### config.mk
export PLATFORM = sky130hd
export DESIGN_NAME = mem_arbiter_flat
export DESIGN_NICKNAME = d
export VERILOG_FILES = /design/src/rtl/mem_arbiter_if.sv /design/src/rtl/mem_arbiter.sv /design/src/flat_wrapper.sv
export SDC_FILE = /design/constraint.sdc
export NUM_CORES = 1
export LEC_CHECK = 0
export ABC_CLOCK_PERIOD_IN_PS = 18100
export CORE_AREA = 2 2 291 293
export DETAILED_ROUTE_END_ITERATION = 10
export DIE_AREA = 0 0 293 295
export GPL_ROUTABILITY_DRIVEN = 0
export GPL_TIMING_DRIVEN = 0
export SYNTH_ARGS = -nofsm -noshare
export SYNTH_HDL_FRONTEND = slang
export SYNTH_SLANG_ARGS = --single-unit
### constraint.sdc
create_clock -name clk -period 18.1 [get_ports clk]
set_clock_uncertainty 0.05 [all_clocks]
set_input_delay 2.715 -clock clk [delete_from_list [all_inputs] [get_ports clk]]
set_output_delay 2.715 -clock clk [all_outputs]
set_load 0.02 [all_outputs]
### src/rtl/mem_arbiter_if.sv
// mem_arbiter_if: groups the requester, memory and status signals of the
// line-port arbiter. "slave" is the arbiter's view; "master" is the view of
// the surrounding pipeline and memory (or a testbench standing in for them).
interface mem_arbiter_if #(
  parameter int ADDR_W = 32,
  parameter int LINE_W = 128
);
  // instruction-fetch refill side
  logic              i_req;
  logic [ADDR_W-1:0] i_addr;
  logic              o_i_done;
  logic [LINE_W-1:0] o_i_rdata;
  // data-cache refill / writeback side
  logic              d_req;
  logic              d_we;
  logic [ADDR_W-1:0] d_addr;
  logic [LINE_W-1:0] d_wdata;
  logic              o_d_done;
  logic [LINE_W-1:0] o_d_rdata;
  // backing-memory line port
  logic              mem_req;
  logic              mem_we;
  logic [ADDR_W-1:0] mem_addr;
  logic [LINE_W-1:0] mem_wdata;
  logic              mem_ack;
  logic [LINE_W-1:0] mem_rdata;
  // status for pipeline stall logic
  logic              o_busy;
  logic              o_owner;
  logic              o_err;

  modport slave (
    input  i_req, i_addr, d_req, d_we, d_addr, d_wdata, mem_ack, mem_rdata,
    output o_i_done, o_i_rdata, o_d_done, o_d_rdata,
           mem_req, mem_we, mem_addr, mem_wdata, o_busy, o_owner, o_err
  );

  modport master (
    output i_req, i_addr, d_req, d_we, d_addr, d_wdata, mem_ack, mem_rdata,
    input  o_i_done, o_i_rdata, o_d_done, o_d_rdata,
           mem_req, mem_we, mem_addr, mem_wdata, o_busy, o_owner, o_err
  );
endinterface

### src/rtl/mem_arbiter.sv
// mem_arbiter: shares one backing-memory line port between the instruction
// refill path (read-only) and the data-cache refill/writeback path.
// Transactions are serialised by an IDLE -> BUSY -> RESP FSM; simultaneous
// requests are resolved round-robin against the last granted side.
// Optional feature: define MEM_ARB_TIMEOUT_EN to abort a BUSY phase after
// TIMEOUT cycles without mem_ack (done + o_err, owner's rdata zeroed).
module mem_arbiter #(
  parameter int ADDR_W  = 32,
  parameter int LINE_W  = 128,
  parameter int TIMEOUT = 255
) (
  input logic         clk,
  input logic         rst,
  mem_arbiter_if.slave bus
);

  typedef enum logic [1:0] {IDLE, BUSY, RESP} state_t;

  // TIMEOUT has to fit the 16-bit BUSY counter
  if (TIMEOUT < 1 || TIMEOUT > 65535) begin : g_bad_timeout
    $error("mem_arbiter: TIMEOUT must be in 1..65535");
  end

  state_t            state_q, state_d;
  logic              owner_q, owner_d;     // also serves as last_owner
  logic [ADDR_W-1:0] addr_q, addr_d;
  logic              we_q, we_d;
  logic [LINE_W-1:0] wdata_q, wdata_d;
  logic              mem_req_q, mem_req_d;
  logic              i_done_q, i_done_d;
  logic              d_done_q, d_done_d;
  logic              busy_q, busy_d;
  logic              err_q, err_d;
  logic [LINE_W-1:0] i_rdata_q, i_rdata_d;
  logic [LINE_W-1:0] d_rdata_q, d_rdata_d;
  logic              grant_data;
  logic              timeout_hit;

`ifdef MEM_ARB_TIMEOUT_EN
  logic [15:0] tmo_cnt_q;

  // Count BUSY cycles; any other state clears, so each BUSY entry starts at 0
  always_ff @(posedge clk or posedge rst) begin
    if (rst) begin
      tmo_cnt_q <= '0;
    end else if (state_q == BUSY) begin
      tmo_cnt_q <= tmo_cnt_q + 16'd1;
    end else begin
      tmo_cnt_q <= '0;
    end
  end

  // The TIMEOUT-th BUSY cycle without an ack is the last one
  assign timeout_hit = (state_q == BUSY) && (tmo_cnt_q == 16'(TIMEOUT - 1));
`else
  assign timeout_hit = 1'b0;
`endif

  // Next-state and registered-output logic; pulses default low every cycle
  always_comb begin
    state_d    = state_q;
    owner_d    = owner_q;
    addr_d     = addr_q;
    we_d       = we_q;
    wdata_d    = wdata_q;
    i_rdata_d  = i_rdata_q;
    d_rdata_d  = d_rdata_q;
    mem_req_d  = 1'b0;
    i_done_d   = 1'b0;
    d_done_d   = 1'b0;
    busy_d     = 1'b0;
    err_d      = 1'b0;
    // data wins when it is the only requester, or on a tie when the
    // instruction side was granted last
    grant_data = bus.d_req && (!bus.i_req || !owner_q);

    case (state_q)
      IDLE: begin
        if (bus.i_req || bus.d_req) begin
          owner_d   = grant_data;
          addr_d    = grant_data ? bus.d_addr : bus.i_addr;
          we_d      = grant_data & bus.d_we;   // instruction side never writes
          wdata_d   = grant_data ? bus.d_wdata : '0;
          state_d   = BUSY;
          mem_req_d = 1'b1;
          busy_d    = 1'b1;
        end
      end
      BUSY: begin
        busy_d = 1'b1;
        if (bus.mem_ack) begin
          // an ack coincident with the timeout still completes normally
          state_d = RESP;
          if (owner_q) begin
            d_done_d = 1'b1;
            if (!we_q) d_rdata_d = bus.mem_rdata;
          end else begin
            i_done_d  = 1'b1;
            i_rdata_d = bus.mem_rdata;
          end
        end else if (timeout_hit) begin
          state_d = RESP;
          err_d   = 1'b1;
          if (owner_q) begin
            d_done_d  = 1'b1;
            d_rdata_d = '0;
          end else begin
            i_done_d  = 1'b1;
            i_rdata_d = '0;
          end
        end else begin
          mem_req_d = 1'b1;
        end
      end
      RESP: begin
        state_d = IDLE;
      end
      default: begin
        state_d = IDLE;
      end
    endcase
  end

  // State and output registers; reset aborts any in-flight transaction at once
  always_ff @(posedge clk or posedge rst) begin
    if (rst) begin
      state_q   <= IDLE;
      owner_q   <= 1'b0;
      addr_q    <= '0;
      we_q      <= 1'b0;
      wdata_q   <= '0;
      mem_req_q <= 1'b0;
      i_done_q  <= 1'b0;
      d_done_q  <= 1'b0;
      busy_q    <= 1'b0;
      err_q     <= 1'b0;
      i_rdata_q <= '0;
      d_rdata_q <= '0;
    end else begin
      state_q   <= state_d;
      owner_q   <= owner_d;
      addr_q    <= addr_d;
      we_q      <= we_d;
      wdata_q   <= wdata_d;
      mem_req_q <= mem_req_d;
      i_done_q  <= i_done_d;
      d_done_q  <= d_done_d;
      busy_q    <= busy_d;
      err_q     <= err_d;
      i_rdata_q <= i_rdata_d;
      d_rdata_q <= d_rdata_d;
    end
  end

  assign bus.mem_req   = mem_req_q;
  assign bus.mem_we    = we_q;
  assign bus.mem_addr  = addr_q;
  assign bus.mem_wdata = wdata_q;
  assign bus.o_i_done  = i_done_q;
  assign bus.o_d_done  = d_done_q;
  assign bus.o_i_rdata = i_rdata_q;
  assign bus.o_d_rdata = d_rdata_q;
  assign bus.o_busy    = busy_q;
  assign bus.o_owner   = owner_q;
  assign bus.o_err     = err_q;

endmodule
### src/flat_wrapper.sv
// flat-port wrapper written by rule: the top's interface ports become plain ports
module mem_arbiter_flat 
#(
  parameter int ADDR_W  = 32,
  parameter int LINE_W  = 128,
  parameter int TIMEOUT = 255
)
  (clk, rst, bus_i_req, bus_i_addr, bus_d_req, bus_d_we, bus_d_addr, bus_d_wdata, bus_mem_ack, bus_mem_rdata, bus_o_i_done, bus_o_i_rdata, bus_o_d_done, bus_o_d_rdata, bus_mem_req, bus_mem_we, bus_mem_addr, bus_mem_wdata, bus_o_busy, bus_o_owner, bus_o_err);
  mem_arbiter_if #(.ADDR_W(ADDR_W), .LINE_W(LINE_W)) bus_i ();
  input logic clk;
  input logic rst;
  input wire logic [$bits(bus_i.i_req)-1:0] bus_i_req;
  input wire logic [$bits(bus_i.i_addr)-1:0] bus_i_addr;
  input wire logic [$bits(bus_i.d_req)-1:0] bus_d_req;
  input wire logic [$bits(bus_i.d_we)-1:0] bus_d_we;
  input wire logic [$bits(bus_i.d_addr)-1:0] bus_d_addr;
  input wire logic [$bits(bus_i.d_wdata)-1:0] bus_d_wdata;
  input wire logic [$bits(bus_i.mem_ack)-1:0] bus_mem_ack;
  input wire logic [$bits(bus_i.mem_rdata)-1:0] bus_mem_rdata;
  output wire logic [$bits(bus_i.o_i_done)-1:0] bus_o_i_done;
  output wire logic [$bits(bus_i.o_i_rdata)-1:0] bus_o_i_rdata;
  output wire logic [$bits(bus_i.o_d_done)-1:0] bus_o_d_done;
  output wire logic [$bits(bus_i.o_d_rdata)-1:0] bus_o_d_rdata;
  output wire logic [$bits(bus_i.mem_req)-1:0] bus_mem_req;
  output wire logic [$bits(bus_i.mem_we)-1:0] bus_mem_we;
  output wire logic [$bits(bus_i.mem_addr)-1:0] bus_mem_addr;
  output wire logic [$bits(bus_i.mem_wdata)-1:0] bus_mem_wdata;
  output wire logic [$bits(bus_i.o_busy)-1:0] bus_o_busy;
  output wire logic [$bits(bus_i.o_owner)-1:0] bus_o_owner;
  output wire logic [$bits(bus_i.o_err)-1:0] bus_o_err;
  assign bus_i.i_req = bus_i_req;
  assign bus_i.i_addr = bus_i_addr;
  assign bus_i.d_req = bus_d_req;
  assign bus_i.d_we = bus_d_we;
  assign bus_i.d_addr = bus_d_addr;
  assign bus_i.d_wdata = bus_d_wdata;
  assign bus_i.mem_ack = bus_mem_ack;
  assign bus_i.mem_rdata = bus_mem_rdata;
  assign bus_o_i_done = bus_i.o_i_done;
  assign bus_o_i_rdata = bus_i.o_i_rdata;
  assign bus_o_d_done = bus_i.o_d_done;
  assign bus_o_d_rdata = bus_i.o_d_rdata;
  assign bus_mem_req = bus_i.mem_req;
  assign bus_mem_we = bus_i.mem_we;
  assign bus_mem_addr = bus_i.mem_addr;
  assign bus_mem_wdata = bus_i.mem_wdata;
  assign bus_o_busy = bus_i.o_busy;
  assign bus_o_owner = bus_i.o_owner;
  assign bus_o_err = bus_i.o_err;
  mem_arbiter #(.ADDR_W(ADDR_W), .LINE_W(LINE_W), .TIMEOUT(TIMEOUT)) u_core (.clk(clk), .rst(rst), .bus(bus_i));
endmodule
==> results of run 1 <==
## worst max-delay path by stage
stage	from	end	depth (start not counted)
after detailed placement	bus_d_req	u_core.bus.mem_wdata[114]$_DFFE_PP0P_	6
after floorplan	rst	u_core.bus.mem_addr[0]$_DFFE_PP0P_	1
after global routing	bus_d_req	u_core.bus.mem_wdata[111]$_DFFE_PP0P_	6
after global placement	rst	u_core.bus.o_i_rdata[105]$_DFFE_PP0P_	2
final	bus_d_req	u_core.bus.mem_wdata[114]$_DFFE_PP0P_	6
after CTS	bus_d_req	u_core.bus.mem_wdata[114]$_DFFE_PP0P_	6
## per-stage QoR
step / cell area, µm² / instances
2_1_floorplan: 15800 / 1032
3_3_place_gp: 24600 / 2859
3_5_place_dp: 24700 / 2862
4_1_cts: 26200 / 2947
5_1_grt: 26200 / 2947
6_report: 26200 / 2948
## per-layer routing
metal  vias up  global-route usage, %  part of all wire [%]
li1       5365                      -                     -
met4         8                   3.80                   2.6
met2       551                   24.7                    52
met1      6101                   14.5                    37
met3        89                   4.04                   7.7
met5         -                      0                 0.092
## registers in the layout, indices dropped and copies added, names as in the netlist
signal and flops:
u_core.bus.mem_wdata 128, u_core.bus.o_d_rdata 128, u_core.bus.o_i_rdata 128, u_core.bus.mem_addr 32, u_core.state_q 2, u_core.bus.mem_req 1, u_core.bus.mem_we 1, u_core.bus.o_busy 1
u_core.bus.o_d_done 1, u_core.bus.o_i_done 1, u_core.bus.o_owner 1
## kinds of logic (layout without fill, tap and decap cells)
| logic type | after synthesis | after routing | share of synthesized area (%) |
|---|---|---|---|
| AOI/OAI and AO/OA | 198 | 198 | 9.71 |
| buffers and inverters | 77 | 912 | 2.67 |
| DFF | 424 | 424 | 67.3 |
| muxes | 256 | 256 | 18.3 |
| other | 1 | 2 | 0.0238 |
| and+or+nand+nor | 76 | 76 | 2.01 |
## worst reg2reg max path, stage by stage (launching register included)
cell and delay, ps:
dfrtp_1 490, a21bo_1 230, clkbuf_1 220, nor3_2 380, clkbuf_1 820, a22o_1 250
## layout by cell type (no fill, tap or decap), types with 10 or more instances in the layout
| cell type | synthesis | routed |
|---|---|---|
| buf_4 | 10 | 10 |
| mux2_1 | 111 | 111 |
| a31oi_1 | 32 | 32 |
| dfrtp_1 | 424 | 424 |
| clkbuf_1 | 21 | 35 |
| a22o_1 | 129 | 129 |
| clkdlybuf4s50_1 | 0 | 747 |
| a21oi_1 | 32 | 32 |
| nand2_1 | 66 | 66 |
| mux2_2 | 145 | 145 |
| clkbuf_16 | 0 | 48 |
| buf_2 | 39 | 39 |
## cells in the mapped netlist
| library cell | n | share of area [%] |
|---|---|---|
| inv_1 | 1 | 0.024 |
| nor3_2 | 2 | 0.13 |
| a21bo_1 | 1 | 0.063 |
| clkbuf_1 | 21 | 0.50 |
| a21o_1 | 1 | 0.048 |
| buf_6 | 6 | 0.43 |
| buf_4 | 10 | 0.48 |
| nand2_1 | 66 | 1.6 |
| a31oi_1 | 32 | 1.3 |
| nor2_1 | 4 | 0.095 |
| a21boi_1 | 1 | 0.048 |
| a21oi_1 | 32 | 1.0 |
| nor4b_2 | 1 | 0.095 |
| dfrtp_1 | 424 | 67 |
| buf_2 | 39 | 1.2 |
| conb_1 | 1 | 0.024 |
| or2_2 | 1 | 0.040 |
| mux2_1 | 111 | 7.9 |
| a211oi_1 | 2 | 0.095 |
| mux2_2 | 145 | 10 |
| and2_1 | 2 | 0.079 |
| a22o_1 | 129 | 7.2 |
## report_power, final
group	switching (mW)	internal, mW
logic	1.15	1.16
clock network	0.390	0.567
registers	0.264	1.40
total	1.80	3.12
## cell type report
class                   count  area share, %
flip-flops and latches    424           40.5
repair buffers            750           28.8
multi-input cells         531           18.1
clock buffers              71           5.25
well taps                1080           5.15
plain buffers              76           1.59
clock inverters            14          0.611
inverters                   1         0.0429
diodes                      1        0.00954
==> out/results.ini, run 1 <==
[routing]
vias_per_cell = 4.11
drcViolationCount = 0
wire_per_inst_um = 20.3
ant_nets = 0
wirelength_um = 59900
vias = 12100
dr.pass1.iters = 4
drtIter0Drc = 331

[timing]
setup_viol_count_final = 0
slew_viol_final = 0
relSlewSlack_pct = 28.9
fin_crit_sh_pct = 25.9
holdWs_ps = 431
finalCriticalPeriod_ps = 4680
max_freq_mhz = 214
setup_slack_ps = 13420
rsz0062_at_grt = no
tightest_slew_ps = 1070
fin_setup_tns_ps = 0
finalHoldViolCount = 0

[clock_network]
postCtsHoldBufs = 0
cts_setup_buffers = 0
cts_root_buf = clkbuf_16
worstSkewPairLatency_ps = 570
numCtsBuffers = 48
cts_tree = done
clock_path_buffers = 3
cts_resized = 0
clk_pin_slew_worst_paths_ps = 60
numClockSinks = 424
ctsHtreeMaxLevel = 2

[pwr]
ir_drop_uv = 85.3
finalPower_mw = 4.93
p_per_area_mw_per_mm2 = 188
leakagePower_nw = 10.9

[floorplan]
placement_rows = 106
die-area_mm2 = 0.0864
core_area_mm2 = 0.0832
io_pins = 749
die_y_um = 295
start_util_pct = 19.0
fp.dieW_um = 293

[global_route]
antenna_found_initial = 4
gr-usage-all-layers_pct = 13.3
grt_max_degree = 126
grt_overflow_total = 0
grt_pass1_vias = 13100
grt_pass1_wl_um = 87100

[hold_path]
hold_start = u_core.bus.o_d_rdata[122]$_DFFE_PP0P_
hold_class = reg -> reg
worstHoldPathCells = 1
min_to = u_core.bus.o_d_rdata[122]$_DFFE_PP0P_

[critical_path]
cp_num_buf_inv = 3
cp-start-kind = input port
ff2ff_setup_slack_ps = 15580
cp_slowest_cell = clkbuf_1
ff2ff_path_depth = 5
crit_path_frequent_cell = clkbuf_1
worstSetupPathType = in -> reg
max_stage_delay_ps = 820
crit_required_ps = 18550
r2r-start = u_core.bus.o_owner$_DFFE_PP0P_
critPathTopFamily = buffers and inverters
end_kind = flop
worstReg2RegEnd = u_core.bus.mem_wdata[114]$_DFFE_PP0P_
crit_arrival_ps = 5130
cp_max_fo = 10
path_cells = clkdlybuf4s50_1 -> a21bo_1 -> clkbuf_1 -> nor3_2 -> clkbuf_1 -> a22o_1

[cells_and_area]
drive_gt1_share_pct = 14.9
multi_input_area_mm2 = 0.00473
final_util_pct = 31.5
syn_to_final_growth_pct = 66.3
fin_nets = 2158
ff_latch_area_mm2 = 0.0106
fillerInstances = 8186

[synth]
synth.distinct_cells = 22
syn-mean-instance-area_um2 = 15.3
syn_inst = 1032
synth_warnings = 0
ys_ff_latch = 424
synth-seq-area-share_pct = 67.3
syn_nets = 1358
netlist_area_mm2 = 0.0158

[flow_run]
cap_violations = 0

[run_status]
status = complete, no violations

[placement]
hpwl_um = 47600
dp_slack_ps = 12700
portBuffers = 747

Power figures use the tool's default switching activity.
==> run 2: changes to the inputs <==
--- a/config.mk
+++ b/config.mk
@@ -5,7 +5,7 @@
 export SDC_FILE = /design/constraint.sdc
 export NUM_CORES = 1
 export LEC_CHECK = 0
-export ABC_CLOCK_PERIOD_IN_PS = 18100
+export ABC_CLOCK_PERIOD_IN_PS = 4600
 export CORE_AREA = 2 2 291 293
 export DETAILED_ROUTE_END_ITERATION = 10
 export DIE_AREA = 0 0 293 295
==> constraint.sdc (replaced) <==
create_clock -name clk -period 4.6 [get_ports clk]
set_clock_uncertainty 0.05 [all_clocks]
set_input_delay 0.69 -clock clk [delete_from_list [all_inputs] [get_ports clk]]
set_output_delay 0.69 -clock clk [all_outputs]
set_load 0.02 [all_outputs]
==> out/results.ini, run 2 (synthesized netlist as in run 1, its figures left out) <==
[routing]
ant_nets = 0  ; unchanged
wire_per_inst_um = 20.2  ; was 20.3 µm
dr.pass1.iters = 6  ; was 4
drcViolationCount = 0  ; unchanged
vias_per_cell = 4.06  ; was 4.11
vias = 12000  ; was 12100
drtIter0Drc = 357  ; was 331
wirelength_um = 59600  ; was 59900 µm

[critical_path]
cp_max_fo = 10  ; unchanged
ff2ff_path_depth = 5  ; unchanged
critPathTopFamily = buffers and inverters  ; unchanged
path_cells = clkdlybuf4s50_1 -> nand2_1 -> nor3_2 -> buf_2 -> buf_2 -> mux2_2  ; was clkdlybuf4s50_1 -> a21bo_1 -> clkbuf_1 -> nor3_2 -> clkbuf_1 -> a22o_1
worstReg2RegEnd = u_core.bus.o_i_rdata[50]$_DFFE_PP0P_  ; was u_core.bus.mem_wdata[114]$_DFFE_PP0P_
cp_num_buf_inv = 3  ; unchanged
cp-start-kind = input port  ; unchanged
crit_start = bus_mem_ack  ; was bus_d_req
worstSetupPathType = in -> reg  ; unchanged
crit_path_frequent_cell = buf_2  ; was clkbuf_1
crit_required_ps = 4980  ; was 18550 ps
crit_arrival_ps = 3080  ; was 5130 ps
max_stage_delay_ps = 510  ; was 820 ps
path_depth = 6  ; unchanged
r2r-start = u_core.state_q[0]$_DFFE_PP0P_  ; was u_core.bus.o_owner$_DFFE_PP0P_
crit_end = u_core.bus.o_i_rdata[50]$_DFFE_PP0P_  ; was u_core.bus.mem_wdata[114]$_DFFE_PP0P_
ff2ff_setup_slack_ps = 2090  ; was 15580 ps
cp_slowest_cell = clkdlybuf4s50_1  ; was clkbuf_1
end_kind = flop  ; unchanged

[floorplan]
core_area_mm2 = 0.0832  ; unchanged
io_pins = 749  ; unchanged
start_util_pct = 19.0  ; unchanged
placement_rows = 106  ; unchanged
die_y_um = 295  ; unchanged
die-area_mm2 = 0.0864  ; unchanged
fp.dieW_um = 293  ; unchanged

[placement]
dp_cells = 2870  ; was 2862
hpwl_um = 47800  ; was 47600 µm
portBuffers = 747  ; unchanged

[cells_and_area]
final_util_pct = 31.7  ; was 31.5%
stdcell_count = 2950  ; was 2948
multi_input_area_mm2 = 0.00473  ; unchanged
fin_nets = 2165  ; was 2158
layout_commonest_cell = clkdlybuf4s50_1  ; unchanged
syn_to_final_growth_pct = 67.3  ; was 66.3%
final_cell_mix = clkdlybuf4s50_1, dfrtp_1, mux2_2, a22o_1, mux2_1  ; unchanged
drive_gt1_share_pct = 15.3  ; was 14.9%
ff_latch_area_mm2 = 0.0106  ; unchanged
fillerInstances = 8182  ; was 8186

[timing]
finalHoldViolCount = 0  ; unchanged
finalCriticalPeriod_ps = 2690
slew_viol_final = 0  ; unchanged
holdWs_ps = 432  ; was 431 ps
max_freq_mhz = 371
fin_crit_sh_pct = 58.6
setup_viol_count_final = 0  ; unchanged
rsz0062_at_grt = no  ; unchanged
fin_setup_tns_ps = 0  ; unchanged
relSlewSlack_pct = 50.3  ; was 28.9%
tightest_slew_ps = 746  ; was 1070 ps

[clock_network]
clock_path_buffers = 3  ; unchanged
ctsHtreeMaxLevel = 2  ; unchanged
cts_root_buf = clkbuf_16  ; unchanged
cts_tree = done  ; unchanged
numClockSinks = 424  ; unchanged
numCtsBuffers = 47  ; was 48
cts_setup_buffers = 0  ; unchanged
worstSkewPairLatency_ps = 560  ; was 570 ps
cts_resized = 0  ; unchanged
clk_pin_slew_worst_paths_ps = 60  ; about the same
postCtsHoldBufs = 0  ; unchanged

[pwr]
ir_drop_uv = 291  ; was 85.3 µV
leakagePower_nw = 11.0  ; was 10.9 nW
p_per_area_mw_per_mm2 = 737  ; was 188 mW/mm²
finalPower_mw = 19.4  ; was 4.93 mW

[flow_run]
cap_violations = 0  ; unchanged

[global_route]
grt_max_degree = 44  ; was 126
grt_pass1_vias = 13300  ; was 13100
gr-usage-all-layers_pct = 13.1  ; was 13.3%
antenna_found_initial = 6  ; was 4
grt_pass1_wl_um = 86100  ; was 87100 µm
grt_overflow_total = 0  ; unchanged

[hold_path]
hold_start = u_core.bus.o_d_rdata[101]$_DFFE_PP0P_  ; was u_core.bus.o_d_rdata[122]$_DFFE_PP0P_
hold_class = reg -> reg  ; unchanged

[run_status]
status = complete, no violations  ; unchanged

run 2: cell types whose count changed in the layout (fill, tap and decap cells not counted), sizes merged:
| cell | change |
|---|---|
| bufinv | +1 |
| clkinv | -2 |
| diode | +1 |
| buf | +8 |
| clkbuf | -5 |
| clkinvlp | +1 |
| inv | -2 |
run 2: worst min-delay path by stage:
stage                                                  to  slack [ps]  depth (start not counted)
detailed placement   u_core.bus.o_d_rdata[33]$_DFFE_PP0P_         420                          1
CTS                   u_core.bus.o_d_rdata[1]$_DFFE_PP0P_         440                          1
floorplan                    u_core.bus.mem_req$_DFF_PP0_         480                          1
finish              u_core.bus.o_d_rdata[101]$_DFFE_PP0P_         430                          1
global placement     u_core.bus.o_d_rdata[53]$_DFFE_PP0P_         420                          1
global route        u_core.bus.o_d_rdata[118]$_DFFE_PP0P_         450                          1
run 2: layout make-up:
class / instances / share of cell area [%]
Multi-Input combinational cell: 531 / 18.0
Clock inverter: 12 / 0.622
Sequential cell: 424 / 40.2
Tap cell: 1080 / 5.13
Buffer: 76 / 1.58
Clock buffer: 66 / 5.23
Timing Repair Buffer: 758 / 29.2
Antenna cell: 2 / 0.0190
Inverter: 1 / 0.0285
run 2: metal layers:
layer	vias up	global-route usage, %	wire length [µm]
met4	6	6.69	3050
met2	569	23.4	29800
met5	-	0	38
li1	5347	-	-
met1	5929	13.7	21400
met3	113	4.44	5180
run 2: where the power goes:
part | leakage [nW] | internal [mW] | switching (mW)
clock network | 0.766 | 2.29 | 1.50
logic | 5.04 | 4.57 | 4.52
registers | 5.17 | 5.50 | 1.05
run 2: stage by stage:
stage          cell area [µm²]  worst slack, ps
2_1_floorplan            15800            -1860
3_3_place_gp             24600            -4510
3_5_place_dp             24800             1310
4_1_cts                  26400             1940
5_1_grt                  26400             1870
6_report                 26400             1910
==> RTL change 1 (config.mk and constraints of run 1) <==
Encoding of `state_t`: now one-hot (3 bits for 3 states).
--- a/src/rtl/mem_arbiter.sv
+++ b/src/rtl/mem_arbiter.sv
@@ -14,7 +14,7 @@
   mem_arbiter_if.slave bus
 );
 
-  typedef enum logic [1:0] {IDLE, BUSY, RESP} state_t;
+  typedef enum logic [2:0] {IDLE = 3'b001, BUSY = 3'b010, RESP = 3'b100} state_t;
 
   // TIMEOUT has to fit the 16-bit BUSY counter
   if (TIMEOUT < 1 || TIMEOUT > 65535) begin : g_bad_timeout
Function: no difference found for any inputs over 4 cycles, from zero or initial values and one cycle with rst high; so few cycles prove little.
==> RTL change 1 against run 1 <==
Sequential cell count up 1; first-iteration DRC count down 4.2%; combinational power down 3%; total power down 0.60%; synthesized area down 0.54%; setup slack worse by 0.24 ns; cell count down 2.0%; core utilization up 0.098 points; count of clock-buffer cells in the layout down 4; final area up 0.31%; wire length down 2.5%.
==> RTL change 1: results (changes against run 1) <==
| Metric | Value |
|---|---|
| Non-clk bufs | `823 (-0.36%)` |
| Placed Instances | `2,796 (-2.3%)` |
| Compound-gate portion of the synthesized area | `0.110 (+0.0133)` |
| Total CTS buffers | `49 (+2.1%)` |
| Clock-cell share of area | `0.0648 (+0.00615)` |
| Wire length per cell | `20.2 µm (-0.51%)` |
| Comb power frac | `0.457 (-0.011)` |
| Status | `finished clean` |
| Starting DRC count in detailed routing | `317 (-4.2%)` |
| Post-synthesis sequential area ratio | `0.678 (+0.00533)` |
| Synth unique cells | `25 (+14%)` |
| Mapped Avg Cell Area | `16.2 µm² (+6.3%)` |
| Syn_nets | `1,292 (-4.9%)` |
| Flop pwr share | `0.330 (-0.007)` |
| Proportion of synthesized area in mux cells | `0.184 (+0.000992)` |
| Internal power | `3.14 mW (+0.40%)` |
| Reg area | `10,600 µm² (+0.25%)` |
| Metal2 WL | `29.2 mm (-6.4%)` |
| Clock buffers | `67 (-5.6%)` |
| GRT Total Usage | `0.129 (-0.00422)` |
| Final HPWL DP | `45.5 mm (-4.6%)` |
| NumNets Final | `2,093 (-3.0%)` |
| Seq group | `1.62 mW (-2%)` |
| Arr. time, crit path | `5.33 ns (+0.20 ns)` |
| Pin count of the biggest net entering global routing | `132 (+4.8%)` |
| Maximum vdd drop | `91.0 µV (+6.6%)` |
| Via count normalized by instance count | `4.12 (+0.24%)` |
| Worst-Margin Slew | `0.930 ns (-0.137 ns)` |
| GRT met1 Usage | `0.143 (-0.00167)` |
| Setup slack at placement | `12.43 ns (-0.274 ns)` |
| Non-clk buf share | `0.300 (-0.00413)` |
| Antenna violations before repair | `8 (+4)` |
| Layout cells sized above 1 | `0.217 (+0.0675)` |
| Met1 WL | `21.5 mm (-4.0%)` |
==> RTL change 1: path summary, 6_finish.rpt <==
path,startpoint,to,slack [ns]
setup reg to reg,u_core.state_q[0]$_DFFE_PP1P_,u_core.bus.o_d_rdata[124]$_DFFE_PP0P_,15.24
hold / removal,u_core.bus.o_d_rdata[88]$_DFFE_PP0P_,u_core.bus.o_d_rdata[88]$_DFFE_PP0P_,0.45
min in group asynchronous,rst,u_core.bus.mem_wdata[24]$_DFFE_PP0P_,2.53
max in group asynchronous,rst,u_core.bus.mem_addr[30]$_DFFE_PP0P_,14.43
hold reg to reg,u_core.bus.o_d_rdata[88]$_DFFE_PP0P_,u_core.bus.o_d_rdata[88]$_DFFE_PP0P_,0.45
setup / recovery,bus_mem_ack,u_core.bus.o_d_rdata[124]$_DFFE_PP0P_,13.18
==> RTL change 1: stage by stage <==
stage	TNS, ns	hold WS (ns)
after floorplan	0	0.554
after global placement	-555.74	0.436
after detailed placement	0	0.441
after CTS	0	0.454
after global routing	0	0.464
final	0	0.449
==> RTL change 2 (config.mk and constraints of run 1) <==
Without the edit above. Build with the macro `MEM_ARB_TIMEOUT_EN` defined.
--- a/src/rtl/mem_arbiter.sv
+++ b/src/rtl/mem_arbiter.sv
@@ -4,6 +4,8 @@
 // requests are resolved round-robin against the last granted side.
 // Optional feature: define MEM_ARB_TIMEOUT_EN to abort a BUSY phase after
 // TIMEOUT cycles without mem_ack (done + o_err, owner's rdata zeroed).
+`define MEM_ARB_TIMEOUT_EN
+
 module mem_arbiter #(
   parameter int ADDR_W  = 32,
   parameter int LINE_W  = 128,
Function: not settled (the Yosys comparison gave no result); the edit may change what the design does.
==> RTL change 2 against run 1 <==
Sequential cell count grew 17; total power grew 13%; worst hold slack lost 0.0093 ns; clock power grew 15%; critical path depth grew 1; cell count grew 13%; synthesized area grew 9.8%; wire length grew 30%; final area grew 7.0%; non-clock buffer count grew 53; setup slack lost 0.68 ns; largest cell class unchanged; largest power group unchanged; highest routed layer unchanged.
==> RTL change 2: results (changes against run 1) <==
| Metric | Value |
|---|---|
| Status | `finished clean` |
| # fillers | `8,257 (+0.87%)` |
| Clock buffers | `67 (-5.6%)` |
| Worst-Margin Slew | `1.22 ns (+0.152 ns)` |
| First-pass GRT wire length | `112 mm (+28%)` |
| NumNets Final | `2,530 (+17%)` |
| Setup slack at placement | `11.81 ns (-0.891 ns)` |
| Non-clk bufs | `879 (+6.4%)` |
| GRT met1 Usage | `0.216 (+0.0715)` |
| Post-synthesis sequential area ratio | `0.638 (-0.0352)` |
| Comb_multi_in | `694 (+31%)` |
| Commonest cells in the netlist | `dfrtp_1, a22o_1, o21ai_0` |
| Leak | `12.0 nW (+9.7%)` |
| Reg area | `11,000 µm² (+4.0%)` |
| Fraction of area in multi-input gates | `0.185 (+0.00426)` |
| Arr. time, crit path | `5.83 ns (+0.70 ns)` |
| Synthesized netlist cell count | `1,396 (+35%)` |
| Placed Instances | `3,227 (+13%)` |
| Synth unique cells | `42 (+91%)` |
| PwrDens | `198 nW/µm² (+5.1%)` |
| Via Count | `15.0k (+24%)` |
| GRT Total Usage | `0.174 (+0.0409)` |
| Metal2 WL | `36.3 mm (+16%)` |
| Starting DRC count in detailed routing | `778 (+140%)` |
| Syn_nets | `1,724 (+27%)` |
| Mapped Avg Cell Area | `12.4 µm² (-19%)` |
| Vias in the first global route | `15.7k (+20%)` |
| Worst path max stage delay | `0.88 ns (+0.06 ns)` |
| Met3 Use GR | `0.0661 (+0.0256)` |
| Synth top area cells | `dfrtp_1, a22o_1, a32oi_1, o21ai_0, inv_1` |
| Wire length per cell | `23.4 µm (+15%)` |
| Clk_lat worst skew | `0.61 ns (+0.04 ns)` |
| Layout cells sized above 1 | `0.0557 (-0.0937)` |
## RTL change 2: cell types whose count changed in the layout (fill, tap and decap cells not counted), moves of 32 or more
| cell | run 1 | this run |
|---|---|---|
| a22o_1 | 129 | 257 |
| a31oi_1 | 32 | 0 |
| a32oi_1 | 0 | 127 |
| buf_2 | 39 | 1 |
| clkbuf_1 | 35 | 107 |
| inv_1 | 0 | 133 |
| mux2_1 | 111 | 0 |
| mux2_2 | 145 | 0 |
| mux2i_1 | 0 | 32 |
| o21ai_0 | 0 | 138 |
## RTL change 2: power groups by stage
stage                     logic, mW  clock network [mW]  registers, mW
after floorplan               0.676                   0           2.31
after global placement         2.66                   0           1.78
after detailed placement       2.67                   0           1.78
after CTS                      2.68                1.13           1.78
after global routing           2.82                1.17           1.84
final                          2.66                1.10           1.79
## RTL change 2: cells by family after synthesis
family                   share of synthesized area
multiplexers                                0.0185
adder cells (fa/ha/maj)                    0.00145
AND/OR/NAND/NOR                             0.0260
AO/OA/AOI/OAI                                0.249
buffers and inverters                       0.0626
XOR/XNOR                                   0.00506
flip-flops                                   0.638
## RTL change 2: final timing paths
check                                              start                                     to  slack [ns]  cells after the start
max                                          bus_mem_ack    u_core.bus.o_d_rdata[9]$_DFFE_PP0P_       12.74                      7
min in group asynchronous                            rst   u_core.bus.o_i_rdata[94]$_DFFE_PP0P_        2.63                      2
min                        u_core.state_q[1]$_DFFE_PP0P_            u_core.bus.o_busy$_DFF_PP0_        0.42                      1
max in group asynchronous                            rst    u_core.bus.mem_addr[12]$_DFFE_PP0P_       13.72                      4
min reg2reg                u_core.state_q[1]$_DFFE_PP0P_            u_core.bus.o_busy$_DFF_PP0_        0.42                      1
max reg2reg                u_core.tmo_cnt_q[0]$_DFF_PP0_  u_core.bus.o_i_rdata[125]$_DFFE_PP0P_       14.61                      8
